[config.mk]
export PLATFORM = sky130hd
export DESIGN_NAME = coin_ledger_flat
export DESIGN_NICKNAME = d
export VERILOG_FILES = /design/src/rtl/coin_ledger_if.sv /design/src/rtl/coin_ledger.sv /design/src/flat_wrapper.sv
export SDC_FILE = /design/constraint.sdc
export NUM_CORES = 1
export LEC_CHECK = 0
export ABC_AREA = 1
export BUFFER_PORTS_ARGS = -buffer_cell sky130_fd_sc_hd__buf_2
export CORE_MARGIN = 2
export CORE_UTILIZATION = 45
export DETAILED_ROUTE_END_ITERATION = 8
export PLACE_DENSITY = 0.73
export SETUP_SLACK_MARGIN = 0.2
export SLEW_MARGIN = 20
export SYNTH_ARGS = -nofsm -noshare
export SYNTH_HDL_FRONTEND = slang
export SYNTH_SLANG_ARGS = --single-unit
[constraint.sdc]
create_clock -name clk -period 6.56 [get_ports clk]
set_clock_uncertainty 0.15 [all_clocks]
set_input_delay 1.312 -clock clk [delete_from_list [all_inputs] [get_ports clk]]
set_output_delay 1.312 -clock clk [all_outputs]
set_load 0.01 [all_outputs]
[src/rtl/coin_ledger_if.sv]
// Bus bundle for coin_ledger: coin/select/return requests in, balance and vend status out.
// o_reject_coin exists only when MAX_BALANCE_CAP_EN is defined.
interface coin_ledger_if #(
    parameter int NUM_COINS  = 3,
    parameter int NUM_ITEMS  = 4,
    parameter int TOTAL_BITS = 31
);
    logic [NUM_COINS-1:0]  i_input_coin;
    logic [NUM_ITEMS-1:0]  i_select_item;
    logic [NUM_COINS-1:0]  i_return_coin;
    logic [TOTAL_BITS-1:0] o_current_total;
    logic [NUM_ITEMS-1:0]  o_available_item;
    logic [NUM_ITEMS-1:0]  o_output_item;
    logic [1:0]            o_state;
`ifdef MAX_BALANCE_CAP_EN
    logic [NUM_COINS-1:0]  o_reject_coin;
`endif

    modport master (
`ifdef MAX_BALANCE_CAP_EN
        input  o_reject_coin,
`endif
        output i_input_coin, i_select_item, i_return_coin,
        input  o_current_total, o_available_item, o_output_item, o_state
    );

    modport slave (
`ifdef MAX_BALANCE_CAP_EN
        output o_reject_coin,
`endif
        input  i_input_coin, i_select_item, i_return_coin,
        output o_current_total, o_available_item, o_output_item, o_state
    );
endinterface

[src/rtl/coin_ledger.sv]
// Vending balance ledger: accumulates coins, grants vends, handles coin return.
// Define MAX_BALANCE_CAP_EN to reject insertions that would push the balance above MAX_TOTAL.
module coin_ledger #(
    parameter int NUM_COINS  = 3,
    parameter int NUM_ITEMS  = 4,
    parameter int TOTAL_BITS = 31,
    parameter int MAX_TOTAL  = 5000
) (
    input  logic          clk,
    input  logic          reset_n,
    coin_ledger_if.slave  bus
);
    localparam int SW = TOTAL_BITS + 1;

    typedef enum logic [1:0] {
        ST_IDLE   = 2'd0,
        ST_HOLD   = 2'd1,
        ST_RETURN = 2'd2
    } state_t;

    function automatic logic [SW-1:0] coin_value(input int idx);
        case (idx)
            0:       coin_value = SW'(100);
            1:       coin_value = SW'(500);
            2:       coin_value = SW'(1000);
            default: coin_value = '0;
        endcase
    endfunction

    function automatic logic [SW-1:0] item_price(input int idx);
        case (idx)
            0:       item_price = SW'(400);
            1:       item_price = SW'(500);
            2:       item_price = SW'(1000);
            3:       item_price = SW'(2000);
            default: item_price = '0;
        endcase
    endfunction

    state_t                state_reg, state_next;
    logic [TOTAL_BITS-1:0] total_reg, total_next;
    logic [NUM_ITEMS-1:0]  out_item_reg, out_item_next;
`ifdef MAX_BALANCE_CAP_EN
    logic [NUM_COINS-1:0]  reject_reg, reject_next;
`endif

    logic [SW-1:0] total_ext, coin_sum, coin_add, ret_val, sel_price, sum_ext;
    logic          vend_ok, coins_ok;

    always_comb begin
        coin_sum  = '0;
        ret_val   = '0;
        sel_price = '0;
        for (int i = 0; i < NUM_COINS; i++) begin
            if (bus.i_input_coin[i])  coin_sum = coin_sum + coin_value(i);
            // ascending scan: the highest asserted return bit wins
            if (bus.i_return_coin[i]) ret_val  = coin_value(i);
        end
        for (int i = 0; i < NUM_ITEMS; i++) begin
            if (bus.i_select_item[i]) sel_price = item_price(i);
        end
    end

    assign total_ext = {1'b0, total_reg};
    // pre-update total funds the vend, so same-cycle coins cannot pay for it
    assign vend_ok   = (state_reg == ST_HOLD) && $onehot(bus.i_select_item) &&
                       (bus.i_return_coin == '0) && (total_ext >= sel_price);
`ifdef MAX_BALANCE_CAP_EN
    assign coins_ok  = (total_ext + coin_sum) <= SW'(MAX_TOTAL);
`else
    assign coins_ok  = 1'b1;
`endif
    assign coin_add  = coins_ok ? coin_sum : '0;
    assign sum_ext   = total_ext + coin_add - (vend_ok ? sel_price : '0);

    always_comb begin
        state_next    = state_reg;
        total_next    = total_reg;
        out_item_next = '0;
`ifdef MAX_BALANCE_CAP_EN
        reject_next   = '0;
`endif
        if (bus.i_return_coin != '0) begin
            total_next = (ret_val >= total_ext) ? '0 : TOTAL_BITS'(total_ext - ret_val);
            if (state_reg == ST_HOLD)
                state_next = ST_RETURN;
            else if (state_reg == ST_RETURN && ret_val >= total_ext)
                state_next = ST_IDLE;
        end else if (state_reg != ST_RETURN) begin
            total_next    = sum_ext[TOTAL_BITS-1:0];
            out_item_next = vend_ok ? bus.i_select_item : '0;
`ifdef MAX_BALANCE_CAP_EN
            reject_next   = coins_ok ? '0 : bus.i_input_coin;
`endif
            if (state_reg == ST_IDLE && coins_ok && bus.i_input_coin != '0)
                state_next = ST_HOLD;
            else if (state_reg == ST_HOLD && vend_ok && sum_ext[TOTAL_BITS-1:0] == '0)
                state_next = ST_IDLE;
        end
    end

    always_ff @(posedge clk) begin
        if (!reset_n) begin
            state_reg    <= ST_IDLE;
            total_reg    <= '0;
            out_item_reg <= '0;
`ifdef MAX_BALANCE_CAP_EN
            reject_reg   <= '0;
`endif
        end else begin
            state_reg    <= state_next;
            total_reg    <= total_next;
            out_item_reg <= out_item_next;
`ifdef MAX_BALANCE_CAP_EN
            reject_reg   <= reject_next;
`endif
        end
    end

    assign bus.o_current_total = total_reg;
    assign bus.o_output_item   = out_item_reg;
    assign bus.o_state         = state_reg;
`ifdef MAX_BALANCE_CAP_EN
    assign bus.o_reject_coin   = reject_reg;
`endif

    generate
        for (genvar gi = 0; gi < NUM_ITEMS; gi++) begin : g_avail
            assign bus.o_available_item[gi] = (total_ext >= item_price(gi)) &&
                                              (state_reg != ST_RETURN);
        end
    endgenerate
endmodule

[src/flat_wrapper.sv]
// flat-port wrapper written by rule: the top's interface ports become plain ports
module coin_ledger_flat 
#(
    parameter int NUM_COINS  = 3,
    parameter int NUM_ITEMS  = 4,
    parameter int TOTAL_BITS = 31,
    parameter int MAX_TOTAL  = 5000
)
  (clk, reset_n, bus_i_input_coin, bus_i_select_item, bus_i_return_coin, bus_o_current_total, bus_o_available_item, bus_o_output_item, bus_o_state);
  coin_ledger_if #(.NUM_COINS(NUM_COINS), .NUM_ITEMS(NUM_ITEMS), .TOTAL_BITS(TOTAL_BITS)) bus_i ();
  input  logic clk;
  input  logic reset_n;
  input wire logic [$bits(bus_i.i_input_coin)-1:0] bus_i_input_coin;
  input wire logic [$bits(bus_i.i_select_item)-1:0] bus_i_select_item;
  input wire logic [$bits(bus_i.i_return_coin)-1:0] bus_i_return_coin;
  output wire logic [$bits(bus_i.o_current_total)-1:0] bus_o_current_total;
  output wire logic [$bits(bus_i.o_available_item)-1:0] bus_o_available_item;
  output wire logic [$bits(bus_i.o_output_item)-1:0] bus_o_output_item;
  output wire logic [$bits(bus_i.o_state)-1:0] bus_o_state;
  assign bus_i.i_input_coin = bus_i_input_coin;
  assign bus_i.i_select_item = bus_i_select_item;
  assign bus_i.i_return_coin = bus_i_return_coin;
  assign bus_o_current_total = bus_i.o_current_total;
  assign bus_o_available_item = bus_i.o_available_item;
  assign bus_o_output_item = bus_i.o_output_item;
  assign bus_o_state = bus_i.o_state;
  coin_ledger #(.NUM_COINS(NUM_COINS), .NUM_ITEMS(NUM_ITEMS), .TOTAL_BITS(TOTAL_BITS), .MAX_TOTAL(MAX_TOTAL)) u_core (.clk(clk), .reset_n(reset_n), .bus(bus_i));
endmodule
---- Word level (Yosys, flattened, before mapping) ----
Cells that the tools add are included.
storage, ports and cells
  output and inout port bits .............. 41
  word-level logic and storage cells ...... 67
  bits in registers ....................... 37
  bits of input ports ..................... 12
cells by class
  add/subtract/negate cells ............... 8
  bitwise gates (word level) .............. 3
  $lt $le $gt $ge ......................... 6
  mux-type cells .......................... 22
  reductions and logical operators ........ 20
  eq/ne operators ......................... 5
operators by type and width
  cell                                                                     number
  31-bit 2-to-1 mux                                                        7
  31-bit adder                                                             2
  31-bit by 9-bit >= comparator with 1-bit output, second input constant   2
  7-bit by 31-bit adder with 31-bit output                                 1
  10-bit by 31-bit >= comparator with 1-bit output                         1
  31-bit by 10-bit >= comparator with 1-bit output, second input constant  1
  31-bit by 11-bit >= comparator with 1-bit output                         1
  31-bit by 11-bit >= comparator with 1-bit output, second input constant  1
  31-bit zero test                                                         1
  31-bit by 10-bit subtractor with 31-bit output                           1
  31-bit subtractor                                                        1
  9-bit 2-to-1 mux                                                         3
  11-bit 2-to-1 mux                                                        2
  10-bit 2-to-1 mux                                                        2
  7-bit 2-to-1 mux                                                         2
  2-bit 2-to-1 mux                                                         6
  1-bit logical AND                                                        11
  3-bit nonzero test                                                       3
  1-bit by 1-bit adder with 2-bit output                                   2
  4-bit OR reduction                                                       1
  3-bit adder                                                              1
  3-bit by 1-bit == test with 1-bit output, second input constant          1
  3-bit zero test                                                          1
  3-bit by 2-bit != test with 1-bit output, second input constant          1
  other kinds (7)                                                          9

---- Depth between registers and ports, before layout ----
Gate-level depths: netlist (run 1).
  depth after elaboration ................. 14
  mapped depth ............................ 39
  gate-level depth less buffers ........... 39

---- Least setup slack after synthesis (run 1) ----
OpenSTA, ideal clock, no wires.
  path kind ............................... input to register
  start point ............................. in bus_i_select_item[3]
  end point ............................... reg u_core.state_reg[1] (netlist: u_core.bus.o_state[1])
  arrival ................................. 5115 ps
  path slack .............................. 1182 ps
  stages on the path ...................... 31
  data required time ...................... 6297 ps
  buffers on the path ..................... 0
  setup time .............................. 113 ps
  cells stage by stage .................... inv_1 -> ha_1 -> ha_1 -> fa_1 -> nor3_1 -> nand2_1 -> nor2_1 -> nand2_2 -> inv_1 -> nand2_1 -> fa_1 -> ha_1 -> ha_1 -> inv_1 -> nand2_1 -> nand2_1 -> nand2_2 -> nand2_1 -> nand2_2 -> nand2_1 -> nand3_1 -> nand2_1 -> nand2_1 -> nor2_1 -> nand2_1 -> nor2_1 -> nand2_1 -> nand2_2 -> nand3_1 -> nand2_1 -> nor2_1
on the way
  cells in the longest elaborated chain, start to end .. 12
  elaborated cells between the ends (all ways) .. 15
  those cells by class .................... add/sub (3); order compare (1); eq/ne (1); mux (2); reduce/logical (8)
ends and longest elaborated chain
  item                                                                                      line                RTL
  start: declaration                                                                        flat_wrapper.sv:14  input wire logic [$bits(bus_i.i_select_item)-1:0] bus_i_select_item;
  branches (longest 9 deep; another with 31-bit by 11-bit >= comparator with 1-bit output)  -
  1-bit logical AND (*)                                                                     coin_ledger.sv:97   else if (state_reg == ST_HOLD && vend_ok && sum_ext[TOTAL_BITS-1:0] == '0)
  3-bit nonzero test (no source line) (*)                                                   -
  3-bit AND reduction (no source line) (*)                                                  -
  end signal: assignment                                                                    coin_ledger.sv:111  state_reg <= state_next;
  end: declaration                                                                          coin_ledger.sv:40   state_t state_reg, state_next;
Every way passes the cells marked *.
A chain may end at the register's enable or synchronous reset.

---- Worst setup path in the final report (run 1) ----
  start point ............................. in bus_i_select_item[1]
  end point ............................... reg u_core.state_reg[1] (netlist: u_core.bus.o_state[1])
on the way
  cells in the longest elaborated chain, start to end .. 12
  elaborated cells between the ends (all ways) .. 17
  those cells by class .................... add/sub (3); order compare (1); eq/ne (1); mux (4); reduce/logical (8)
ends and longest elaborated chain
  item                                                                                      line
  branches (longest 9 deep; another with 31-bit by 11-bit >= comparator with 1-bit output)  -
  1-bit logical AND (*)                                                                     coin_ledger.sv:97
  3-bit nonzero test (no source line) (*)                                                   -
  3-bit AND reduction (no source line) (*)                                                  -
Marks and branches as above.

==> results, run 1 <==
- Port buffering added 50 buffers.
- Yosys mapped a number of flops with a built-in enable equal to 0.
- The maximum root-to-sink buffer count is 2.
- The worst register-to-register path begins at u_core.bus.o_current_total[18].
- The global routing usage on met3 is 0.0451.
- The global routing met2 resource utilization is 0.428.
- The critical path class is in -> reg.
- STA classifies the critical path startpoint as an input pin.
- The number of global-route vias before repair is 6,440.
- The worst-case register-to-register setup slack is 1.46 ns.
- Summed over all nets, the half-perimeter wirelength after detailed placement is 16.7 mm.
- The die outline height is around 120 um.
- The arrival time at the worst endpoint is a little under 6 ns.
- A synthesized cell averages 5.78 sq um.
- Setup repair after global routing left no endpoint under its margin.
- Entering global routing, the biggest net connects 38 pins.
- The number of cell rows is 43.
- Clock tree synthesis inserted a total of 5 buffers.
- The number of cells on the worst reg-to-reg path is 34.
- The maximum operating frequency is 0.171 GHz.
- In the final layout, the share of cells above drive strength 1 is 0.105.
- After detailed routing, the number of vias per cell comes to 5.38.
- The combinational family with the most area after synthesis is simple AND/OR/NAND/NOR gates.
- Max-cap violations in this run came to 0.
- The run finished with clean final reports.
- Across all layers, the routed design uses between 7,000 and 8,000 vias.
- The hold violation count in the final report is 0.
- The headroom to the max-slew limit is 0.547.
- The fill cell instance count of the final layout is 1,451.
- The width of the die is 123 um.
- The most used flip-flop cell after synthesis is sky130_fd_sc_hd__dfxtp_1.
- The simple-gate area share of the yosys netlist is 0.392.
- The multiplexer share of the synthesized area is 0.
- The required time of the critical path is 6.60 ns.
- Once detail routing completed, the nets flagged for antenna violations numbered 0.
- For this run, global-route usage on met1 was measured as 0.398.
- The global router's overall resource usage is 0.277.
- The post-cts repair resize count is 0.
- The min-delay analysis places its worst path in the category reg -> reg.
- The congestion estimate from routability-driven global placement came to around 1.
- On the worst path, the slowest cell contributes a delay of 0.44 ns.
- For this run, asynchronously set or reset flops after synthesis account for 0.
- For this run, the register share of the synthesized area comes to 0.110.
- The number of antenna cells inserted is 0.
- Of the total synthesized cell area, the portion taken by full adders, half adders and majority gates is 0.199.
- The global-route layer with the greatest usage is met2.
- In this run, post-CTS hold repair placed 0 buffers.
- The netlist uses between 40 and 50 different library cells.
- The most frequent cell on the critical path is sky130_fd_sc_hd__nand2_1.
- The compound-cell area share of the yosys netlist is 0.123.
- In this run the worst path has a maximum fanout of 7.
- The worst-case IR drop observed on VDD is 0.146 mV.
- The share of the synthesized netlist area taken by xor and xnor gates is 0.0249.
- For this configuration, the core starts out at a cell density of 0.459.
- The clock reaches the later pin of the worst-skew pair after 0.30 ns.
- The wire length of the first global-routing pass is between 30 and 40 mm.
- For this design the ratio of total power to cell area is 579 mW/mm^2.
- The root cell of the clock tree is sky130_fd_sc_hd__clkbuf_16.
- The post-route core utilization is 0.498.
- Summed over all failing endpoints, the final setup total negative slack is 0 ns.
- The H-tree generated during clock tree synthesis spans 2 levels.
- At the placement stage, the worst setup path has a slack of 0.513 ns.
- Across all setup checks in the final design, the least slack found is 0.711 ns.
- The endpoint with the worst hold slack is u_core.bus.o_state[0].
- In the final design database the tool counted between 1,000 and 1,500 nets.
- The endpoint identified for the worst register-to-register timing path is u_core.bus.o_state[1].
- The violation count after the first detailed-route iteration is 776.
- After detailed routing, the number of remaining DRC violations is 0.
- The total leakage power is approximately 3.9 nW.
- Setup violations remaining at the end of the flow were counted as 0.
- The number of clock sinks seen by CTS is 35.
- The synthesized cell area is 0.00634 sq mm.
- The initial antenna violation count was 0.
- Synthesis inferred 35 register bits.
- The slowest stage of the critical path belongs to the cell sky130_fd_sc_hd__fa_1.
- Summed over all layers, the routed wires come to 20.4 mm.
- The area growth from synthesis to layout is 8.54%.
- The clock transition at the registers of the reported paths is 0.06 ns.
- The cell depth of the worst hold path is 2.
- TritonCTS built the clock tree.
- Dividing the final minimum period by the clock period gives 0.892.
- In this run the standard cell core region covers around 0.014 sq mm.
- After global routing the overflow that remains totals 0.
- Once the clock tree was built, the setup fixing pass inserted 0 buffers.
- Synthesis produced 1,098 cells.
- The count of pins over their slew limit is 0.
- 53 I/O pins were placed.
- In the final routed layout, each cell accounts on average for ~15 um.
- The synthesis warning total is 0.
- In this run the most critical hold path is launched from u_core.bus.o_state[0].
- The number of detailed-routing iterations run before antenna repair is 6.
- The worst path needs 5.85 ns of the cycle, external delays included.
- STA classifies the critical path endpoint as a register.
- For the pin with the worst max-slew slack, the measured transition is roughly 0.68 ns.
- The die covers 0.0151 sq mm.
## worst max-delay path: cells and delay by family
kind,cells,cell delay [ns]
buffers and inverters,5,0.48
adders and majority gates,5,1.48
AOI/OAI and AO/OA,5,0.78
and+or+nand+nor,21,1.84
## kinds of logic (layout without fill, tap and decap cells)
family	after synthesis	after routing
buf+inv	247	290
fa+ha+maj	95	95
flops	35	35
simple gates	568	568
xor+xnor	18	18
compound gates	134	134
other cells	1	2
## synthesized netlist by cell type, types with 3 or more instances
cell type                    n  area (sq um)
sky130_fd_sc_hd__nor2_2     13          81.3
sky130_fd_sc_hd__o21ai_1     3          15.0
sky130_fd_sc_hd__buf_4       3          22.5
sky130_fd_sc_hd__clkbuf_1   10          37.5
sky130_fd_sc_hd__xor2_1     16           140
sky130_fd_sc_hd__o21ai_0    48           240
sky130_fd_sc_hd__inv_2      12          45.0
sky130_fd_sc_hd__nor2_4      3          33.8
sky130_fd_sc_hd__nand2_2    15          93.8
sky130_fd_sc_hd__a31oi_1    15          93.8
sky130_fd_sc_hd__nor2_1     85           319
sky130_fd_sc_hd__nor3_1     17          85.1
sky130_fd_sc_hd__nand3_1    68           340
sky130_fd_sc_hd__fa_1       10           200
sky130_fd_sc_hd__or2_2       3          18.8
sky130_fd_sc_hd__dfxtp_1    35           701
sky130_fd_sc_hd__ha_1       85          1060
sky130_fd_sc_hd__inv_1     218           818
sky130_fd_sc_hd__nand2_1   328          1230
sky130_fd_sc_hd__nand4_1    17           106
sky130_fd_sc_hd__a21oi_1    39           195
sky130_fd_sc_hd__o211ai_1   10          75.1
sky130_fd_sc_hd__nand3_2     6          60.1
sky130_fd_sc_hd__nor4_1      4          25.0
## how the worst max path moves through the flow
stage               cells after the start            startpoint                    end  slack (ns)
floorplan                              31  bus_i_select_item[3]  u_core.bus.o_state[1]        1.18
global placement                       32  bus_i_select_item[3]  u_core.bus.o_state[1]        0.54
detailed placement                     32  bus_i_select_item[3]  u_core.bus.o_state[1]        0.51
CTS                                    32  bus_i_select_item[3]  u_core.bus.o_state[1]        0.79
global route                           36  bus_i_select_item[1]  u_core.bus.o_state[1]        0.24
finish                                 36  bus_i_select_item[1]  u_core.bus.o_state[1]        0.71
## through the flow
stage                     cell area (sq um)  hold WS [ns]  std cells  total power [W]
after floorplan                        6350         0.360       1099          0.00277
after global placement                 6750         0.373       1314          0.00363
after detailed placement               6750         0.364       1314          0.00364
after CTS                              6890         0.372       1322          0.00390
after global routing                   6890         0.396       1322          0.00441
final                                  6890         0.378       1322          0.00399
## power breakdown
group          switching, W  leakage [nW]  internal (W)
clock network      0.000102        0.0733      0.000139
logic               0.00225          3.55       0.00108
registers          0.000132         0.288      0.000281
total               0.00248          3.91       0.00150
## sequential cells by signal, summed over array words and instances (netlist names)
register                    cells
u_core.bus.o_current_total     29
u_core.bus.o_state              2
u_core.bus.o_output_item        4
## layout by cell type (no fill, tap or decap), types with 4 or more instances in the layout
master	instances
sky130_fd_sc_hd__nand2_1	328
sky130_fd_sc_hd__nand2_2	15
sky130_fd_sc_hd__inv_1	218
sky130_fd_sc_hd__o211ai_1	10
sky130_fd_sc_hd__dfxtp_1	35
sky130_fd_sc_hd__o21ai_0	48
sky130_fd_sc_hd__inv_2	12
sky130_fd_sc_hd__nor3_1	17
sky130_fd_sc_hd__xor2_1	16
sky130_fd_sc_hd__nor4_1	4
sky130_fd_sc_hd__a21oi_1	39
sky130_fd_sc_hd__nor2_1	85
sky130_fd_sc_hd__nand3_2	6
sky130_fd_sc_hd__buf_2	50
sky130_fd_sc_hd__a31oi_1	15
sky130_fd_sc_hd__nand3_1	68
sky130_fd_sc_hd__ha_1	85
sky130_fd_sc_hd__nor2_2	13
sky130_fd_sc_hd__fa_1	10
sky130_fd_sc_hd__clkbuf_16	5
sky130_fd_sc_hd__nand4_1	17
## routing by layer
metal / part of all wire / vias to the layer above / wire [um]
li1: - / 3530 / -
met1: 0.45 / 3204 / 9190
met2: 0.43 / 348 / 8740
met3: 0.10 / 29 / 2080
met4: 0.017 / 0 / 347
met5: 0 / - / 0
## layout make-up
type                       count  area, sq um  share of cell area
inverter                     230          863               0.125
clock buffer                   5          125              0.0182
clock inverter                 3         15.0             0.00218
tap                          180          225              0.0327
multi-input combinational    817         4690               0.681
timing repair buffer          52          265              0.0385
sequential                    35          701               0.102
No activity file was read; power rests on OpenSTA's default activity.
==> inputs of run 2 (changes only) <==
Settings changed: PLACE_DENSITY 0.73 to 0.75, SKIP_CTS_REPAIR_TIMING set to 1.
Clock period 6.56 ns to 5.19 ns, I/O delays scaled along.
==> run 2 against run 1 <==
- the run now ends with setup timing left
- final cell count increased by 6.0%
- wire length increased by 6.0%
- utilization increased by 7.8 points
- sequential share of layout area decreased by 1.4 points
- via count increased by 5.6%
- count of clock-buffer cells in the layout increased by 1
- register-to-register slack got worse by 1.3 ns
==> results, run 2 (synthesized netlist as in run 1, its figures left out) <==
- Once routing completed, OpenROAD measured the worst setup slack at -0.170 ns.
- The library cell used most frequently in the layout, excluding fill and tap cells, is sky130_fd_sc_hd__nand2_1.
- In the final layout, the share of cells above drive strength 1 is 0.237.
- The initial antenna violation count was 0.
- The total global routing overflow is 0.
- In this run the worst hold path is classified as reg -> reg.
- Based on the critical path, the design can be clocked at up to 0.187 GHz.
- The post-route minimum period is 5.36 ns.
- The actual slew at the worst max-slew pin is 0.620 ns.
- Counting along the longest clock path gives a buffer depth of 2.
- The initial core utilization is 0.459.
- Counting cells, the worst reg-to-reg path comes to 36.
- Setup violations remaining at the end of the flow were counted as 2.
- From bottom edge to top edge, the die measures 123 um.
- The root buffer cell chosen for the clock tree is sky130_fd_sc_hd__clkbuf_16.
- The final estimated routing congestion in global placement is ~1.1.
- After detailed routing, the number of remaining DRC violations is 0.
- For this run, the post-layout net count is 1,327.
- The die outline area is 0.0151 sq mm.
- In this design, the critical path's most frequently occurring cell is sky130_fd_sc_hd__nand2_1.
- The worst-case register-to-register setup slack is around 0.15 ns.
- Max-cap violations in this run came to 0.
- In this design, the stage delay of the slowest critical-path cell is roughly 0.32 ns.
- The category of the worst setup path capture point is a register.
- After detailed routing, the average wire length per cell comes to 15.4 um.
- Setup repair after global routing could not meet its margin everywhere.
- The count of buffers added on input and output ports is 50.
- At the end of the flow the core is filled with cells to 0.576.
- The cell depth of the worst hold path is 2.
- The checks that failed: setup timing.
- The largest individual stage delay along the critical path comes from the cell sky130_fd_sc_hd__ha_4.
- The library cells used most frequently in the layout, excluding fill and tap cells, are sky130_fd_sc_hd__nand2_1 (289), sky130_fd_sc_hd__inv_1 (207), sky130_fd_sc_hd__buf_4 (81).
- The headroom to the max-slew limit is 0.586.
- The detail route stage leaves a number of antenna-violating nets equal to 0.
- The count of pins over their slew limit is 0.
- The sum of routed wire length over all layers is 21.6 mm.
- The hold violation count in the final report is 0.
- The run finished, with violations left.
- The reg-to-reg startpoint is u_core.bus.o_current_total[18].
- The number of antenna diodes in the final layout is 0.
- The maximum number of pins on one net before global-route repair is 38.
- The sum of negative setup slack is -0.324 ns.
- The core outline area is 0.0138 sq mm.
- The filler cells instantiated in the layout total 1,260.
- In this run the critical register-to-register path is captured at u_core.bus.o_state[0].
- The critical path class is in -> reg.
- The CTS tree is done.
- The clock transition at the registers of the reported paths is about 0.050 ns.
- The wire length of the first global-routing pass is 33.3 mm.
- Before antenna repair, the detailed router went through 5 iterations.
- The origin of the worst min-delay path is u_core.bus.o_state[0].
- At the worst endpoint, the required time is ~5.2 ns.
- In this run the core area contains 43 standard-cell rows.
- For this design, the sink count on the clock tree is 35.
- The number of top-level design ports is 53.
- The violation count after the first detailed-route iteration is 825.
- The path with the worst hold slack has its endpoint at u_core.bus.o_state[0].
- The width of the die is 123 um.
- The flip-flop count of the largest register, all copies and words added is 29.
- The post-route clock period utilization is 1.03.
- STA classifies the critical path startpoint as an input pin.
- The number of global-route vias before repair is ~6,800.
- The biggest fanout along the worst timing path is 5.
- The growth of design area from synthesis to finish is 25.6%.
- After legalization and detailed placement, the total HPWL measured 17.2 mm.
- The mean number of vias per cell is 5.36.
- The later pin in the worst-skew pair is clocked with a latency of 0.29 ns.
- The level count of the clock H-tree is 2.
- The vias after detailed routing is 7,509.
- For this run, the total global-route usage over all layers was measured as 0.281.
- Buffers inserted during clock tree synthesis total 5.
- STA puts the critical path data arrival time at 5.39 ns.
run 2: final cells by class:
type	instances	area, sq um	share of cell area
clock buffer	6	139	0.0174
clock inverter	2	35.0	0.00440
inverter	230	870	0.109
multi-input combinational	817	5130	0.644
sequential	35	701	0.0880
tap	180	225	0.0283
timing repair buffer	131	868	0.109
run 2: worst max-delay path by stage:
stage	to	start
floorplan	u_core.bus.o_state[1]	bus_i_select_item[3]
global placement	u_core.bus.o_state[1]	bus_i_select_item[3]
detailed placement	u_core.bus.o_state[1]	bus_i_select_item[3]
CTS	u_core.bus.o_state[0]	bus_i_select_item[3]
global route	u_core.bus.o_state[0]	bus_i_select_item[1]
finish	u_core.bus.o_state[0]	bus_i_select_item[1]
run 2: critical path: cells and delay by family:
kind                       cells  cell delay [ns]
and+or+nand+nor               24             2.20
adders and majority gates      3             0.80
buffers and inverters          7             0.77
AOI/OAI and AO/OA              4             0.42
xor gates and xnor gates       1             0.17
run 2: metal layers:
layer	share of wire	wire length [um]	up-vias	track usage
li1	-	-	3689	-
met1	0.43	9310	3398	0.385
met2	0.45	9640	371	0.453
met3	0.093	2000	51	0.0441
met4	0.029	627	0	0.0826
met5	0	0	-	0
run 2: through the flow:
step | instance area [sq um] | cells | worst slack (ns) | hold WS (ns)
finish | 7970 | 1401 | -0.170 | 0.408
global route | 7970 | 1401 | -0.386 | 0.415
CTS | 7480 | 1394 | -0.0584 | 0.390
detailed placement | 7300 | 1386 | -0.340 | 0.383
global placement | 7300 | 1386 | -0.259 | 0.367
floorplan | 6360 | 1099 | 0.245 | 0.360
Power of run 2 is not shown: default switching activity piles up to over one toggle a cycle in this logic, so the estimate is an artifact.
==> inputs of run 3 (changes only) <==
Settings changed: CELL_PAD_IN_SITES_DETAIL_PLACEMENT set to 0, CELL_PAD_IN_SITES_GLOBAL_PLACEMENT set to 1, CORE_UTILIZATION 45 to 39, CTS_BUF_LIST set to sky130_fd_sc_hd__clkbuf_4, PLACE_DENSITY 0.75 to 0.89.
==> run 3 against run 2 <==
- the run still ends with setup timing left
- utilization fell by 8.9 points
- via count fell by 3.0%
- maximum frequency rose by 2.9%
- non-clock buffer count did not move
- die area rose by 15%
- flip-flop and latch count did not move
- largest cell class unchanged
==> results, run 3 (synthesized netlist as in run 1, its figures left out) <==
- The share of post-route cells with drive strength above 1 is 0.215.
- For this run, the share of the core covered by cells in the final layout is 0.487.
- Dividing total power by cell area gives a power density of 747 mW/mm^2.
- The number of global-route vias before repair was approximately 6,700.
- The area growth from synthesis to layout is 22.0%.
- VDD sags by at most 0.252 mV.
- The post-route minimum period is about 5.2 ns.
- The count of maximum capacitance violations is 0.
- The die outline height is 132 um.
- The final route contains 7,285 vias.
- Dividing the detail-routed wire length by the instance count gives 15.2 um.
- The first global-routing pass estimated 34.5 mm of wire.
- The area occupied by registers is 701 sq um.
- Buffers inserted during clock tree synthesis total 5.
- The design internal power is 0.00239 W.
- The hold violation count in the final report is 0.
- In the layout the commonest cells are sky130_fd_sc_hd__nand2_1 (307), sky130_fd_sc_hd__inv_1 (207), sky130_fd_sc_hd__buf_4 (80).
- The leading cell type in the layout, fill and taps excluded is sky130_fd_sc_hd__nand2_1.
- The flip-flop count of the largest register, all copies and words added is 29.
- The tree is rooted in a sky130_fd_sc_hd__clkbuf_4.
- The critical path class is in -> reg.
- The H-tree was split into 2 levels.
- At the later pin of the worst-skew pair, clock insertion delay measures 0.38 ns.
- The slowest cell on the critical path is sky130_fd_sc_hd__fa_2.
- The global router's overall resource usage is 0.248.
- The number of cell rows is 46.
- The number of remaining DRC errors is 0.
- The maximum operating frequency is 0.192 GHz.
- At the worst endpoint, the required time is 5.31 ns.
- The class of the most critical hold timing path is reg -> reg.
- The core outline area is 0.0159 sq mm.
- The most frequent cell on the critical path is sky130_fd_sc_hd__nand2_2.
- At the pin with the least slew margin, the transition time is ~0.64 ns.
- The sum of routed wire length over all layers is 21.9 mm.
- After clock tree synthesis, the clock-pin slew on the worst setup and hold paths is around 0.12 ns.
- The run finished, with violations left.
- The arrival time at the worst endpoint is 5.33 ns.
- The largest single stage delay on the critical path is 0.60 ns.
- The number of nets in the final layout is 1,327.
- 53 I/O pins were placed.
- The CTS tree is done.
- Of the total power, registers draw 0.082.
- The initial antenna violation count is 1.
- The count of pins over their slew limit is 0.
- Port buffering added 50 buffers.
- The initial core utilization is 0.399.
- Using the TritonRoute via totals, the vias-per-cell ratio works out to 5.07.
- After the first detailed-routing iteration, the DRC count stood at around 700.
- The maximum number of pins on one net before global-route repair is 38.
- Summing all placed instances gives a cell area of 0.00737 sq mm.
- The pre-antenna-repair detailed-routing pass consisted of 5 iterations.
- The share of total power dissipated in the clock network is 0.028.
- The multi-input logic area is 0.00497 sq mm.
- After layout, the worst setup slack is -0.0165 ns.
- The fill cell instance count of the final layout is approximately 1,700.
- The floorplan step defined a die boundary enclosing 0.0173 sq mm.
- The sum of negative setup slack is -0.0305 ns.
- Setup repair after global routing could not meet its margin everywhere.
- The detail route stage leaves a number of antenna-violating nets equal to 0.
- No sink is reached through more buffers than the 2 on the longest clock path.
- Summed over all cells, the static leakage comes to 4.26 nW.
- Of the total power, the share spent switching nets is 0.587.
- For this run the aggregate overflow at the end of global routing stands at 0.
- The category of the worst setup path capture point is a register.
- In this run the power spent charging and discharging nets is ~0.0034 W.
- At the end of routability-driven placement, the weighted congestion stood at 1.02.
- The type of origin of the critical path is an input pin.
- In the finished design, the share of the clock period the worst path needs comes to 1.00.
- The width of the die is 132 um.
- The final-report setup violation count is 2.
- The tree built by TritonCTS fans out to 35 sinks.
- Total power for the finished layout comes to 0.00578 W.
- The detailed-placement wirelength estimate is 18.0 mm.
- Of all nets on the critical path, the largest fanout is 5.
- The share of total power dissipated in combinational logic is 0.890.
- Once layout is done, the placed cells without fillers occupy 0.00774 sq mm.
- The headroom to the max-slew limit is 0.571.
- The final reports fail on setup timing.
-- run 3: cell count changes in the layout (fill, tap and decap cells not counted), moves of 3 or more --
cell                        change
sky130_fd_sc_hd__nand2_1       +18
sky130_fd_sc_hd__clkbuf_16      -5
sky130_fd_sc_hd__ha_1           +3
sky130_fd_sc_hd__o21ai_0        +3
sky130_fd_sc_hd__nand2_2       -16
sky130_fd_sc_hd__nand3_4        -4
sky130_fd_sc_hd__clkbuf_4       +5
sky130_fd_sc_hd__ha_4           -4
sky130_fd_sc_hd__nand3_2        +3
-- run 3: layer usage --
| metal | track usage | wire [um] | vias to the layer above |
|---|---|---|---|
| met3 | 0.0220 | 1720 | 34 |
| met1 | 0.350 | 10000 | 3281 |
| met2 | 0.407 | 9710 | 288 |
| met5 | 0 | 0 | - |
| met4 | 0.0562 | 424 | 0 |
| li1 | - | - | 3682 |
-- run 3: per-stage QoR --
step,hold WS [ns],setup slack [ns],std cells
after floorplan,0.360,0.245,1099
after global placement,0.377,-0.322,1425
after detailed placement,0.378,-0.396,1425
after CTS,0.396,-0.00879,1433
after global routing,0.429,-0.310,1438
final,0.399,-0.0165,1438
-- run 3: critical path, delay by kind of cell --
kind                       cells  cell delay, ns
adders and majority gates      6            1.86
and+or+nand+nor               22            2.01
buffers and inverters          5            0.40
-- run 3: final timing paths --
kind,startpoint,slack [ns],depth (start not counted),end
max reg2reg,u_core.bus.o_current_total[18],0.23,34,u_core.bus.o_state[1]
min,u_core.bus.o_state[0],0.40,2,u_core.bus.o_state[0]
max,bus_i_select_item[3],-0.02,33,u_core.bus.o_state[1]
min reg2reg,u_core.bus.o_state[0],0.40,2,u_core.bus.o_state[0]
-- run 3: power by group through the flow --
stage               clock network [W]  logic, W  registers, W
CTS                          0.000163   0.00484      0.000470
finish                       0.000163   0.00514      0.000475
global route                 0.000170   0.00571      0.000485
global placement                    0   0.00479      0.000475
floorplan                           0   0.00301      0.000501
detailed placement                  0   0.00482      0.000476
-- run 3: area by class of cell --
cell class	instances	share of cell area
inverters	230	0.113
well taps	216	0.0349
repair buffers	131	0.113
flip-flops and latches	35	0.0906
diodes	1	0.000323
clock inverters	3	0.00194
clock buffers	5	0.00485
multi-input cells	817	0.642
